==> config.mk <==
export PLATFORM = sky130hd
export DESIGN_NAME = fsm_example_driver_flat
export DESIGN_NICKNAME = d
export VERILOG_FILES = /design/src/rtl/fsm_example_pkg.sv /design/src/rtl/fsm_example_driver_if.sv /design/src/rtl/fsm_example_driver_sat_counter.sv /design/src/rtl/fsm_example_driver.sv /design/src/flat_wrapper.sv
export SDC_FILE = /design/constraint.sdc
export NUM_CORES = 1
export LEC_CHECK = 0
export ABC_AREA = 0
export BUFFER_PORTS_ARGS = -buffer_cell sky130_fd_sc_hd__buf_2
export CAP_MARGIN = 15
export CORE_MARGIN = 5
export CORE_UTILIZATION = 46
export CTS_BUF_LIST = sky130_fd_sc_hd__clkbuf_4 sky130_fd_sc_hd__clkbuf_8
export DETAILED_ROUTE_END_ITERATION = 8
export PLACE_DENSITY_LB_ADDON = 0.3
export SETUP_SLACK_MARGIN = 0.05
export SLEW_MARGIN = 30
export SYNTH_ARGS = -nofsm -noshare
export SYNTH_HDL_FRONTEND = slang
export SYNTH_SLANG_ARGS = --single-unit
==> constraint.sdc <==
create_clock -name clk -period 2.3 [get_ports clk]
set_input_delay 0.46 -clock clk [delete_from_list [all_inputs] [get_ports clk]]
set_output_delay 0.46 -clock clk [all_outputs]
set_load 0.05 [all_outputs]
==> src/rtl/fsm_example_pkg.sv <==
// Shared constants and types for the a/b FSM driver: state indices,
// dout encodings, stimulus code table, response codes, driver states.
package fsm_example_pkg;

  localparam logic [1:0] S0      = 2'd0;
  localparam logic [1:0] S1      = 2'd1;
  localparam logic [1:0] S2      = 2'd2;
  localparam logic [1:0] TGT_BAD = 2'd3;

  localparam logic [2:0] DOUT_S0 = 3'd1;
  localparam logic [2:0] DOUT_S1 = 3'd2;
  localparam logic [2:0] DOUT_S2 = 3'd3;

  localparam logic [1:0] RESP_OK           = 2'd0;
  localparam logic [1:0] RESP_TIMEOUT      = 2'd1;
  localparam logic [1:0] RESP_BAD_TARGET   = 2'd2;
  localparam logic [1:0] RESP_BAD_FEEDBACK = 2'd3;

  typedef enum logic [1:0] {IDLE, DRIVE, WAIT, RESP} drv_state_e;

  typedef struct packed {
    logic a;
    logic b;
  } ab_code_t;

  // One-cycle stimulus that forces the FSM into state idx; hold otherwise.
  function automatic ab_code_t ab_code(input logic [1:0] idx);
    ab_code_t c;
    case (idx)
      S0:      c = '{a: 1'b1, b: 1'b0};
      S1:      c = '{a: 1'b0, b: 1'b1};
      S2:      c = '{a: 1'b1, b: 1'b1};
      default: c = '{a: 1'b0, b: 1'b0};
    endcase
    return c;
  endfunction

  // dout value the FSM shows while sitting in state idx.
  function automatic logic [2:0] dout_of(input logic [1:0] idx);
    case (idx)
      S0:      dout_of = DOUT_S0;
      S1:      dout_of = DOUT_S1;
      default: dout_of = DOUT_S2;
    endcase
  endfunction

endpackage

==> src/rtl/fsm_example_driver_if.sv <==
// Command/response channel, a/b stimulus and dout feedback of the driver.
interface fsm_example_driver_if #(parameter int CNT_W = 16);
  logic             req_vld;
  logic             req_rdy;
  logic [1:0]       req_target;
  logic             a;
  logic             b;
  logic [2:0]       fb_state;
  logic             resp_vld;
  logic             resp_rdy;
  logic [1:0]       resp_code;
  logic [CNT_W-1:0] cnt_ok;
  logic [CNT_W-1:0] cnt_err;

  // Driver side.
  modport master (
    input  req_vld, req_target, fb_state, resp_rdy,
    output req_rdy, a, b, resp_vld, resp_code, cnt_ok, cnt_err
  );

  // Bus / bench side.
  modport slave (
    output req_vld, req_target, fb_state, resp_rdy,
    input  req_rdy, a, b, resp_vld, resp_code, cnt_ok, cnt_err
  );
endinterface

==> src/rtl/fsm_example_driver_sat_counter.sv <==
// Saturating up-counter: sticks at all-ones instead of wrapping.
module sat_counter #(
  parameter int WIDTH = 16
) (
  input  logic             clk,
  input  logic             rst,
  input  logic             inc,
  output logic [WIDTH-1:0] value
);
  // Count up on inc until all-ones.
  always_ff @(posedge clk) begin
    if (rst)                    value <= '0;
    else if (inc && value != '1) value <= value + WIDTH'(1);
  end
endmodule

==> src/rtl/fsm_example_driver.sv <==
// Initiator-side driver for the 3-state a/b FSM: takes a target state,
// pulses its a/b code for one cycle, watches dout until it matches or
// times out, and reports a status code with ok/error statistics.
module fsm_example_driver
  import fsm_example_pkg::*;
#(
  parameter int TIMEOUT = 8,
  parameter int CNT_W   = 16
) (
  input logic                 clk,
  input logic                 rst,
  fsm_example_driver_if.master bus
);
  localparam int TW = $clog2(TIMEOUT + 1);

  drv_state_e    r_state;
  logic          r_a, r_b;
  logic          r_req_rdy;
  logic          r_resp_vld;
  logic [1:0]    r_resp_code;
  logic [1:0]    r_tgt;
  logic [TW-1:0] r_tcnt;

  logic w_resp_hs, w_inc_ok, w_inc_err, w_fb_bad;

  assign w_resp_hs = r_resp_vld & bus.resp_rdy;
  assign w_inc_ok  = w_resp_hs & (r_resp_code == RESP_OK);
  assign w_inc_err = w_resp_hs & (r_resp_code != RESP_OK);
  assign w_fb_bad  = (bus.fb_state == 3'd0) || (bus.fb_state > DOUT_S2);

  // Driver FSM with all outputs registered.
  always_ff @(posedge clk) begin
    if (rst) begin
      r_state     <= IDLE;
      r_a         <= 1'b0;
      r_b         <= 1'b0;
      r_req_rdy   <= 1'b1;
      r_resp_vld  <= 1'b0;
      r_resp_code <= RESP_OK;
      r_tgt       <= S0;
      r_tcnt      <= '0;
    end else begin
      case (r_state)
        IDLE: if (bus.req_vld && r_req_rdy) begin
          r_req_rdy <= 1'b0;
          if (bus.req_target == TGT_BAD) begin
            r_resp_code <= RESP_BAD_TARGET;
            r_resp_vld  <= 1'b1;
            r_state     <= RESP;
          end else begin
            r_tgt      <= bus.req_target;
            {r_a, r_b} <= ab_code(bus.req_target);
            r_state    <= DRIVE;
          end
        end
        DRIVE: begin
          r_a     <= 1'b0;
          r_b     <= 1'b0;
          r_tcnt  <= '0;
          r_state <= WAIT;
        end
        WAIT: begin
          // Match wins over bad feedback, which wins over timeout.
          if (bus.fb_state == dout_of(r_tgt)) begin
            r_resp_code <= RESP_OK;
            r_resp_vld  <= 1'b1;
            r_state     <= RESP;
          end else if (w_fb_bad) begin
            r_resp_code <= RESP_BAD_FEEDBACK;
            r_resp_vld  <= 1'b1;
            r_state     <= RESP;
          end else if (r_tcnt == TW'(TIMEOUT - 1)) begin
            r_resp_code <= RESP_TIMEOUT;
            r_resp_vld  <= 1'b1;
            r_state     <= RESP;
          end else begin
            r_tcnt <= r_tcnt + TW'(1);
          end
        end
        RESP: if (bus.resp_rdy) begin
          r_resp_vld <= 1'b0;
          r_req_rdy  <= 1'b1;
          r_state    <= IDLE;
        end
        default: r_state <= IDLE;
      endcase
    end
  end

  sat_counter #(.WIDTH(CNT_W)) u_cnt_ok (
    .clk(clk), .rst(rst), .inc(w_inc_ok), .value(bus.cnt_ok)
  );

  sat_counter #(.WIDTH(CNT_W)) u_cnt_err (
    .clk(clk), .rst(rst), .inc(w_inc_err), .value(bus.cnt_err)
  );

  assign bus.a         = r_a;
  assign bus.b         = r_b;
  assign bus.req_rdy   = r_req_rdy;
  assign bus.resp_vld  = r_resp_vld;
  assign bus.resp_code = r_resp_code;
endmodule

==> src/flat_wrapper.sv <==
// flat-port wrapper written by rule: the top's interface ports become plain ports
module fsm_example_driver_flat import fsm_example_pkg::*;
#(
  parameter int TIMEOUT = 8,
  parameter int CNT_W   = 16
)
  (clk, rst, bus_req_vld, bus_req_target, bus_fb_state, bus_resp_rdy, bus_req_rdy, bus_a, bus_b, bus_resp_vld, bus_resp_code, bus_cnt_ok, bus_cnt_err);
  fsm_example_driver_if #(.CNT_W(CNT_W)) bus_i ();
  input logic clk;
  input logic rst;
  input wire logic [$bits(bus_i.req_vld)-1:0] bus_req_vld;
  input wire logic [$bits(bus_i.req_target)-1:0] bus_req_target;
  input wire logic [$bits(bus_i.fb_state)-1:0] bus_fb_state;
  input wire logic [$bits(bus_i.resp_rdy)-1:0] bus_resp_rdy;
  output wire logic [$bits(bus_i.req_rdy)-1:0] bus_req_rdy;
  output wire logic [$bits(bus_i.a)-1:0] bus_a;
  output wire logic [$bits(bus_i.b)-1:0] bus_b;
  output wire logic [$bits(bus_i.resp_vld)-1:0] bus_resp_vld;
  output wire logic [$bits(bus_i.resp_code)-1:0] bus_resp_code;
  output wire logic [$bits(bus_i.cnt_ok)-1:0] bus_cnt_ok;
  output wire logic [$bits(bus_i.cnt_err)-1:0] bus_cnt_err;
  assign bus_i.req_vld = bus_req_vld;
  assign bus_i.req_target = bus_req_target;
  assign bus_i.fb_state = bus_fb_state;
  assign bus_i.resp_rdy = bus_resp_rdy;
  assign bus_req_rdy = bus_i.req_rdy;
  assign bus_a = bus_i.a;
  assign bus_b = bus_i.b;
  assign bus_resp_vld = bus_i.resp_vld;
  assign bus_resp_code = bus_i.resp_code;
  assign bus_cnt_ok = bus_i.cnt_ok;
  assign bus_cnt_err = bus_i.cnt_err;
  fsm_example_driver #(.TIMEOUT(TIMEOUT), .CNT_W(CNT_W)) u_core (.clk(clk), .rst(rst), .bus(bus_i));
endmodule
==> qor.yml <==
global_route:
  grt_max_degree: 23
  antenna_found_initial: 0
  grt.total_usage: 0.174
  grt_pass1_vias: 2309
  overflow: 0
  grt_pass1_wl_um: 10600
timing:
  period_share: 0.851
  rsz0062_at_grt: "no"
  setup_violations: 0
  tns_ps: 0
  fin_worst_skew_ps: 8.13
  worst_pin_slew_ps: 686
  finalHoldViolCount: 0
  hold_ws_ps: 488
  slew_headroom: 0.539
  fmax_ghz: 0.511
  slew_violations: 0
  finalCriticalPeriod_ps: 1960
placed_design:
  postPlaceCellArea_um2: 2920
  dp_hpwl_um: 4440
  io_buffers: 46
  placed_cells: 417
  place.gp.congestion: 0.839
setup_path:
  crit_arrival_ps: 2150
  slowest_stage: "dfxtp_1"
  cp-end-kind: "register"
  startpoint_type: "register"
  r2r-start: "u_core.r_state[0]"
  crit_type: "register to register"
  critPathBufInv: 1
  required_ps: 2500
  cp_num_cells: 6
  startpoint: "u_core.r_state[0]"
  path_delay_family: "compound AO/OA/AOI/OAI gates"
  reg2reg_depth: 6
  path_cells: "inv_1 -> ha_1 -> a21boi_0 -> a2111oi_0 -> o21ai_0 -> mux2_2"
  path_max_fanout: 9
  slowest_delay_ps: 420
cells_and_area:
  final_layout_size_suffix_gt1_frac: 0.210
  areaGrowthSynthToFinish_pct: 15.6
  final_cells: 425
  design_area_um2: 3010
  fillers: 524
  fin_nets: 372
  antenna_cells: 0
floorplan:
  die_area_um2: 7270
  pin_count: 47
  start_util: 0.473
  die_height_um: 85.3
  placementRows: 27
  core_area_um2: 5510
  dieWidth_um: 85.3
cts:
  cts-resized-gates: 0
  post_cts_buffers: 0
  clock-sinks: 46
  cts_hold_buf: 0
  numCtsBuffers: 5
  cts_buffer_depth: 2
  clk_pin_slew_ps: 80
  h-tree-depth: 2
  root_buffer: "clkbuf_8"
  clkLatencyLatePin_ps: 300
  cts_tree: "done"
synth:
  yosysWarningCount: 0
  syn-cell-area_um2: 2610
  syn_avg_cell_area_um2: 8.49
  synth_cells: 307
  ys_ff_latch: 46
  synth_edf_count: 0
  synthArstFlopShare: 0
  ys_types: 47
  synth_top_cell_by_area: "dfxtp_1"
  ys_seq_area_frac: 0.353
  ys_top_cells_by_area: "dfxtp_1 (35%), a21oi_1 (5.8%), ha_1 (5.3%)"
  synthFlopType: "dfxtp_1"
  yosysTopAreaCellShare: 0.353
  yosys-top-cells-count: "dfxtp_1 (46), a21oi_1 (30), nor2_1 (22)"
  synth_nets: 327
  synth_most_common_cell: "dfxtp_1"
drt:
  wl_per_cell_um: 14.2
  routed_via_density: 5.84
  drt_iter0_drc: 111
  wl_um: 6010
  final_antenna_net_count: 0
  dr.pass1.iters: 4
  num_vias: 2484
  drc_errors: 0
run:
  maxCapViolations: 0
pwr:
  p_leak_uw: 0.00117
  peakVddDrop_mv: 0.422
  finalPower_uw: 2030
  power_density_nw_per_um2: 673
worst_hold_path:
  whs_path_depth: 2
  hold_class: "register to register"
  worstHoldStart: "u_core.r_tcnt[2]"
outcome:
  outcome: "completed"
## final timing paths
check	endpoint	slack [ps]
worst max-delay path	u_core.bus.resp_vld	340
worst min-delay path	u_core.r_tcnt[2]	490
worst max register to register	u_core.bus.resp_vld	340
worst min register to register	u_core.r_tcnt[2]	490
## per-stage QoR
| stage | setup slack (ps) | util |
|---|---|---|
| 5_1_grt | 142 | 0.547 |
| 3_5_place_dp | 261 | 0.530 |
| 4_1_cts | 335 | 0.547 |
| 2_1_floorplan | 80.0 | - |
| 6_report | 342 | 0.547 |
| 3_3_place_gp | 320 | 0.530 |
## cell families (layout without fill, tap and decap cells)
family,count (synthesis),after routing,synth area share
DFF,46,46,0.353
adders and majority gates,11,11,0.0528
buffers and inverters,31,77,0.0456
muxes,14,14,0.0586
and+or+nand+nor,126,126,0.291
AOI/OAI and AO/OA,79,79,0.199
## layer usage
metal,global-route usage,share of wire,vias to the layer above
met5,0,0,-
met4,0.0518,0.012,0
met3,0.0485,0.049,8
met2,0.278,0.46,46
met1,0.228,0.48,1172
li1,-,-,1258
## flip-flops by register name (all words and copies together) (netlist names)
signal / flops
u_core.bus.a: 1
u_core.bus.b: 1
u_core.bus.req_rdy: 1
u_core.bus.resp_code: 2
u_core.bus.resp_vld: 1
u_core.r_state: 2
u_core.r_tcnt: 4
u_core.r_tgt: 2
u_core.u_cnt_err.value: 16
u_core.u_cnt_ok.value: 16
## worst register-to-register path, delay by kind of cell, from the launching register on
family / cells / cell delay (ps)
adders and majority gates: 1 / 300
DFF: 1 / 420
muxes: 1 / 290
buffers and inverters: 1 / 80
AOI/OAI and AO/OA: 3 / 760
## where the power goes
part	switching, uW	leakage, uW	internal [uW]	total [uW]
registers	67.3	0.000372	849	916
clock network	277	0.0000472	242	518
logic	382	0.000754	211	593
## placed cells by master (no fill, tap or decap), types with 4 or more instances in the layout
cell,count
mux2i_1,4
a21oi_1,30
o21ai_0,11
nand3_1,14
or3_1,11
or4_1,13
clkbuf_8,6
o31ai_1,11
nand2_1,15
nor2b_1,13
nor2_1,22
buf_2,46
dfxtp_1,46
nor4_1,7
buf_4,6
nand4_1,9
mux2_2,10
inv_1,17
ha_1,11
## area by class of cell
class / instances / area, um^2 / share of cell area
clock buffer: 6 / 82.6 / 0.0274
multi-input combinational: 230 / 1570 / 0.520
sequential: 46 / 921 / 0.306
tap: 72 / 90.1 / 0.0299
timing repair buffer: 52 / 275 / 0.0914
clock inverter: 2 / 12.5 / 0.00415
inverter: 17 / 63.8 / 0.0212
Power figures use the tool's default switching activity.
